===== config.mk =====
export PLATFORM = sky130hd
export DESIGN_NAME = sliced_logic_unit
export DESIGN_NICKNAME = d
export VERILOG_FILES = /design/src/rtl/sliced_logic_unit.sv
export SDC_FILE = /design/constraint.sdc
export NUM_CORES = 1
export LEC_CHECK = 0
export BUFFER_PORTS_ARGS = -buffer_cell sky130_fd_sc_hd__buf_2
export CAP_MARGIN = 10
export CELL_PAD_IN_SITES_DETAIL_PLACEMENT = 0
export CELL_PAD_IN_SITES_GLOBAL_PLACEMENT = 1
export CORE_MARGIN = 2
export CORE_UTILIZATION = 42
export CTS_BUF_LIST = sky130_fd_sc_hd__clkbuf_4 sky130_fd_sc_hd__clkbuf_8
export DETAILED_ROUTE_END_ITERATION = 10
export PLACE_DENSITY = 0.91
export SYNTH_ARGS = -nofsm -noshare
export SYNTH_HDL_FRONTEND = slang
export SYNTH_SLANG_ARGS = --single-unit

===== constraint.sdc =====
create_clock -name clk -period 3.9 [get_ports clk]
set_clock_uncertainty 0.05 [all_clocks]
set_input_delay 0.78 -clock clk [delete_from_list [all_inputs] [get_ports clk]]
set_output_delay 0.78 -clock clk [all_outputs]
set_load 0.005 [all_outputs]

===== src/rtl/sliced_logic_unit.sv =====
// Multi-cycle bitwise logic unit (AND/OR/XOR/NOR), SLICE bits per clock, LSB slice first; optional LOGIC_ZERO_FLAG_EN adds 'zero'.
// Latency: accept at edge k -> out_valid from edge k+NSLICE; minimum issue interval NSLICE+2 cycles.
// Backpressure: in_ready only in IDLE; result/out_valid held in DONE until out_ready.
module sliced_logic_unit #(
    parameter int WIDTH = 32,
    parameter int SLICE = 4
) (
    input  logic             clk,
    input  logic             rst_n,
    input  logic             in_valid,
    output logic             in_ready,
    input  logic [WIDTH-1:0] a,
    input  logic [WIDTH-1:0] b,
    input  logic [1:0]       op,
    output logic             out_valid,
    input  logic             out_ready,
    output logic [WIDTH-1:0] result,
    output logic             busy
`ifdef LOGIC_ZERO_FLAG_EN
    ,
    output logic             zero
`endif
);

    localparam int NSLICE = WIDTH / SLICE;
    localparam int CW     = (NSLICE > 1) ? $clog2(NSLICE) : 1;
    localparam logic [CW-1:0] CNT_LAST = CW'(NSLICE - 1);

    generate
        if ((SLICE < 1) || (SLICE > WIDTH) || ((WIDTH % SLICE) != 0)) begin : g_bad_params
            $error("sliced_logic_unit: WIDTH must be a positive multiple of SLICE");
        end
    endgenerate

    typedef enum logic [1:0] {
        IDLE = 2'd0,
        BUSY = 2'd1,
        DONE = 2'd2
    } state_t;

    state_t           state_q, state_d;
    logic [CW-1:0]    cnt_q, cnt_d;
    logic [WIDTH-1:0] a_q, a_d;
    logic [WIDTH-1:0] b_q, b_d;
    logic [1:0]       op_q, op_d;
    logic [WIDTH-1:0] result_q, result_d;

    logic [SLICE-1:0] a_sl;
    logic [SLICE-1:0] b_sl;
    logic [SLICE-1:0] slice_res;

    // Constant part-selects per slice keep the mux free of variable-width index arithmetic.
    always_comb begin
        a_sl = '0;
        b_sl = '0;
        for (int i = 0; i < NSLICE; i++) begin
            if (cnt_q == CW'(i)) begin
                a_sl = a_q[i*SLICE +: SLICE];
                b_sl = b_q[i*SLICE +: SLICE];
            end
        end
    end

    always_comb begin
        slice_res = '0;
        case (op_q)
            2'b00:   slice_res = a_sl & b_sl;
            2'b01:   slice_res = a_sl | b_sl;
            2'b10:   slice_res = a_sl ^ b_sl;
            default: slice_res = ~(a_sl | b_sl);
        endcase
    end

    always_comb begin
        state_d   = state_q;
        cnt_d     = cnt_q;
        a_d       = a_q;
        b_d       = b_q;
        op_d      = op_q;
        result_d  = result_q;
        in_ready  = 1'b0;
        busy      = 1'b0;
        out_valid = 1'b0;
        case (state_q)
            IDLE: begin
                in_ready = 1'b1;
                if (in_valid) begin
                    a_d      = a;
                    b_d      = b;
                    op_d     = op;
                    result_d = '0;
                    cnt_d    = '0;
                    state_d  = BUSY;
                end
            end
            BUSY: begin
                busy = 1'b1;
                for (int i = 0; i < NSLICE; i++) begin
                    if (cnt_q == CW'(i)) begin
                        result_d[i*SLICE +: SLICE] = slice_res;
                    end
                end
                if (cnt_q == CNT_LAST) begin
                    cnt_d   = '0;
                    state_d = DONE;
                end else begin
                    cnt_d = cnt_q + CW'(1);
                end
            end
            DONE: begin
                out_valid = 1'b1;
                if (out_ready) begin
                    state_d = IDLE;
                end
            end
            default: begin
                state_d = IDLE;
            end
        endcase
    end

    always_ff @(posedge clk or negedge rst_n) begin
        if (!rst_n) begin
            state_q  <= IDLE;
            cnt_q    <= '0;
            a_q      <= '0;
            b_q      <= '0;
            op_q     <= '0;
            result_q <= '0;
        end else begin
            state_q  <= state_d;
            cnt_q    <= cnt_d;
            a_q      <= a_d;
            b_q      <= b_d;
            op_q     <= op_d;
            result_q <= result_d;
        end
    end

    assign result = result_q;

`ifdef LOGIC_ZERO_FLAG_EN
    logic nonzero_q, nonzero_d;

    // Sticky: any written slice with a set bit marks the whole result nonzero.
    always_comb begin
        nonzero_d = nonzero_q;
        if ((state_q == IDLE) && in_valid) begin
            nonzero_d = 1'b0;
        end else if (state_q == BUSY) begin
            nonzero_d = nonzero_q | (|slice_res);
        end
    end

    always_ff @(posedge clk or negedge rst_n) begin
        if (!rst_n) begin
            nonzero_q <= 1'b0;
        end else begin
            nonzero_q <= nonzero_d;
        end
    end

    assign zero = (state_q == DONE) && !nonzero_q;
`endif

endmodule

After elaboration in Yosys (flattened, before gate mapping) --
Index checks and enable logic that the tools add are counted.
Word-level totals: flip-flop bits (word level) 103, latch bits 0, bits in writable memories 0, memory bits (read-only) 0, input port bits 70, logic and storage cells 91, memories kept 0
Operators by class: $add $sub $neg 1, $mul 0, divide/modulo/power cells 0, magnitude comparators 0, equality and inequality tests 21, shifts and indexed selects 0, multiplexer cells 37, bitwise operators 4, reduce and logical (&&, ||, !) cells 15
Operators by type and width (count):
- 2-to-1 mux 4 bit | 24
- one-hot mux 32 bit (2 select lines) | 1
- 2-to-1 mux 32 bit | 1
- AND reduction 3 bit | 9
- inequality test 2 bit, second input constant | 10
- == test 3 bit, second input constant | 4
- one-hot mux 4 bit (3 select lines) | 1
- == test 3 x 2 -> 1 bit, second input constant | 2
- 2-to-1 mux 2 bit | 3
- 2-to-1 mux 3 bit | 2
- one-hot mux 2 bit (3 select lines) | 1
- one-hot mux 3 bit (2 select lines) | 1
- bitwise AND 4 bit | 1
- == test 2 x 1 -> 1 bit, second input constant | 2
- == test 2 bit, second input constant | 2
- logical NOT 2 bit | 2
- NOT 4 bit | 1
- OR 4 bit | 1
- AND reduction 2 bit | 2
- XOR 4 bit | 1
- adder 3 x 1 -> 3 bit, second input constant | 1
- == test 3 x 1 -> 1 bit, second input constant | 1
- logical NOT 3 bit | 1
- 2-to-1 mux 1 bit | 3
- nonzero test 2 bit | 1

Longest topological paths before layout --
depth in word-level cells 14, gate-level depth with buffers 14, depth with buffers taken out 11

Worst setup path before layout --
OpenSTA, ideal clock, no wires.
path kind flip-flop to flip-flop, start point register cnt_q[2], end point register result_q[14] (netlist: result[14]), library setup time 0.141 ns, data arrival time 2.908 ns, required time 3.709 ns, path slack 0.801 ns, cell stages (with the launch flop) 14, path through dfrtp_1 -> buf_2 -> buf_2 -> inv_2 -> ha_1 -> nor2b_1 -> clkbuf_1 -> a221o_1 -> nor3_1 -> a221o_1 -> ha_1 -> mux2_2 -> a21oi_1 -> o21ai_0
On the way: cells in the longest elaborated chain, start to end 14
Ends and longest elaborated chain:
- from (decl) | line 42 | logic [CW-1:0] cnt_q, cnt_d;
- from (signal assigned) | line 132 | cnt_q <= cnt_d;
- logical NOT 3 bit | line 57 | if (cnt_q == CW'(i)) begin
- 2-to-1 mux 4 bit (8 in a row) | line 57
- OR 4 bit | line 68, 70
- NOT 4 bit | line 70 | default: slice_res = ~(a_sl | b_sl);
- one-hot mux 4 bit (3 select lines) | line 66 | case (op_q)
- 2-to-1 mux 4 bit | line 99 | if (cnt_q == CW'(i)) begin
- one-hot mux 32 bit (2 select lines) | line 84 | case (state_q)
- to (signal assigned) | line 136 | result_q <= result_d;
- to (decl) | line 46 | logic [WIDTH-1:0] result_q, result_d;
Parallel ways exist; a longest one is shown, timed or not. The select of a mux whose other input is x is not followed. A chain may end at the register's enable or synchronous reset.

Worst setup path in the final report --
start point register cnt_q[0], end point register result_q[17] (netlist: result[17])
Same word-level chain as after synthesis.

==> results.toml <==
[detailed_routing]
drtAntennaViolNets = 0
avgRoutedWirePerCell_um = 15.7
vias_per_cell = 5.38
route.detailed.drc = 0
dr.first_iter.drc_count = 326
dr.pass1.iters = 5
wl_um = 12700
num_vias = 4336

[clock_network]
cts_tree = "built"
cts.path.max_buffers = 2
postCtsSetupBuffers = 0
hold_buffers = 0
numCtsBuffers = 9
clkSinkCount = 103
htree_num_levels = 3
cts_root_buffer = "clkbuf_8"
post_cts_resized = 0
clk_latency_ns = 0.38
path_clk_slew_ns = 0.09

[synthesis]
syn_area_um2 = 5040
synthesis.nets = 653
ys_types = 37
ys_ff_latch = 103
synth_top_flop_cell = "dfrtp_1"
ys_top_cells_by_count = "nand2_1, dfrtp_1, o21ai_1"
synth.top_cell.area_share = 0.511
yosys.area.top_type = "dfrtp_1"
netlist_instances = 569
postSynthAreaPerCell_um2 = 8.86
ys_warn_count = 0
ys_seq_area_frac = 0.511
async_reset_ff_frac = 1.00
synth_area_leaders = "dfrtp_1, nand2_1, ha_1"
yosysMostFrequentCell = "nand2_1"
synth_edf_count = 0

[critical_path]
cp_slowest_cell = "dfrtp_1"
worstPathRequired_ns = 4.10
cpPeakStageDelay_ns = 0.44
startpoint_type = "flip-flop"
crit_family = "compound AO/OA/AOI/OAI gates"
r2r_end = "result[17]"
critPathMostFrequentCell = "ha_1"
worstPathBufferInverterCount = 0
arrival_ns = 3.73
reg2reg_slack_ns = 0.37
end_kind = "flip-flop"
rr_worst_depth = 10
path_max_fanout = 15
critical_path_class = "reg -> reg"
r2r_start = "cnt_q[0]"
crit_chain = "ha_1 -> ha_1 -> nor2b_1 -> a221o_1 -> nor3_1 -> a221o_1 -> ha_1 -> mux2_1 -> a21oi_2 -> o21ai_1"

[sta]
setup_viol_count_final = 0
fmax_mhz = 283
hold_violations = 0
rsz0062_at_grt = "no"
finalWorstPathRequiredPeriod_ns = 3.53
final-max-slew-violation-count = 0
worst-slew-pin-transition_ns = 1.08
tns_ns = 0
finalCritPeriodShare = 0.906
slew_headroom = 0.281
worst_slack_ns = 0.368

[cells_and_area]
n_antenna_cell = 0
finalNetCount = 738
area_growth_pct = 15.7
drive_gt1_frac = 0.220

[status]
status = "completed"

[global_routing]
grt_start_max_net_pins = 89
grt_pass1_wl_um = 21200
grt_antenna_before_repair = 0
overflow = 0
grt_pass1_vias = 4368
track_usage = 0.206

[power]
leakagePower_nw = 2.99
power_per_cell_area_nw_per_um2 = 879
max-vdd-ir-drop_uv = 334

[hold_path]
min_from = "a_q[11]"
hold_class = "reg -> reg"
min_path_cells = 2
min_to = "a_q[11]"

[place]
post-place-ws_ns = 0.425
portBuffers = 104
gp_congestion = 0.869
hpwl_um = 9080

[run]
max-cap-violations = 0

[floorplan]
design.core.area_um2 = 11900
fp-row-count = 40
start_util = 0.425
ioPinCount = 105
chipHeight_um = 114
die_x_um = 114
die_area_um2 = 12900
## power by group
part | switching (mW) | leakage (nW) | internal (mW)
Combinational | 1.55 | 1.57 | 1.01
Sequential | 0.316 | 1.31 | 1.54
Clock | 0.355 | 0.113 | 0.355
Total | 2.22 | 2.99 | 2.90
## kinds of logic (layout without fill, tap and decap cells)
kind of cell	Yosys count	count (layout)	share of synthesized area
AO/OA/AOI/OAI	124	124	0.170
adder cells (fa/ha/maj)	14	14	0.0348
flip-flops	103	103	0.511
buffers and inverters	60	150	0.0583
multiplexers	3	3	0.00670
AND/OR/NAND/NOR	265	265	0.219
## layer usage
metal | share of wire | GRT usage | up-vias
li1 | - | - | 2080
met1 | 0.45 | 0.276 | 2112
met2 | 0.48 | 0.337 | 120
met3 | 0.052 | 0.0372 | 24
met4 | 0.023 | 0.0789 | 0
met5 | 0 | 0 | -
## per-stage QoR
step,std cells,hold WS (ns),util,power (mW),cell area [um2]
floorplan,569,0.396,-,3.63,5040
global placement,789,0.411,0.472,4.29,5600
detailed placement,789,0.416,0.472,4.42,5600
CTS,805,0.439,0.490,5.13,5810
global route,806,0.465,0.492,5.56,5830
finish,806,0.432,0.492,5.13,5830
## registers in the layout, indices dropped and copies added (netlist names)
signal	count
b_q	32
a_q	32
op_q	2
result	32
cnt_q	3
state_q	2
## tightest hold or removal path, cell delays in order, from the launching register on
cell and delay [ns]:
dfrtp_1 0.35, nand2_1 0.05, nand2_1 0.05
## worst max path at each step
stage / endpoint / slack (ns) / from / depth (start not counted)
2_1_floorplan: result[14] / 0.80 / cnt_q[2] / 13
3_3_place_gp: result[9] / 0.54 / cnt_q[0] / 10
3_5_place_dp: result[17] / 0.42 / cnt_q[0] / 10
4_1_cts: result[17] / 0.41 / cnt_q[0] / 10
5_1_grt: result[1] / 0.18 / cnt_q[0] / 10
6_report: result[17] / 0.37 / cnt_q[0] / 10
## area by class of cell
class | instances | area (um2)
fillers | 1141 | 6030
repair buffers | 113 | 603
well taps | 147 | 184
flip-flops and latches | 103 | 2580
clock inverters | 3 | 40.0
inverters | 21 | 78.8
multi-input cells | 406 | 2180
clock buffers | 13 | 173
## cell usage in the layout, fill, tap and decap left out, types with 16 or more instances in the layout
| cell | n |
|---|---|
| inv_1 | 18 |
| o21ai_1 | 28 |
| dfrtp_1 | 103 |
| buf_2 | 103 |
| nand3_1 | 16 |
| nand2_1 | 203 |
| o21ai_0 | 26 |
Note: power is estimated with default switching activity, not from simulation.
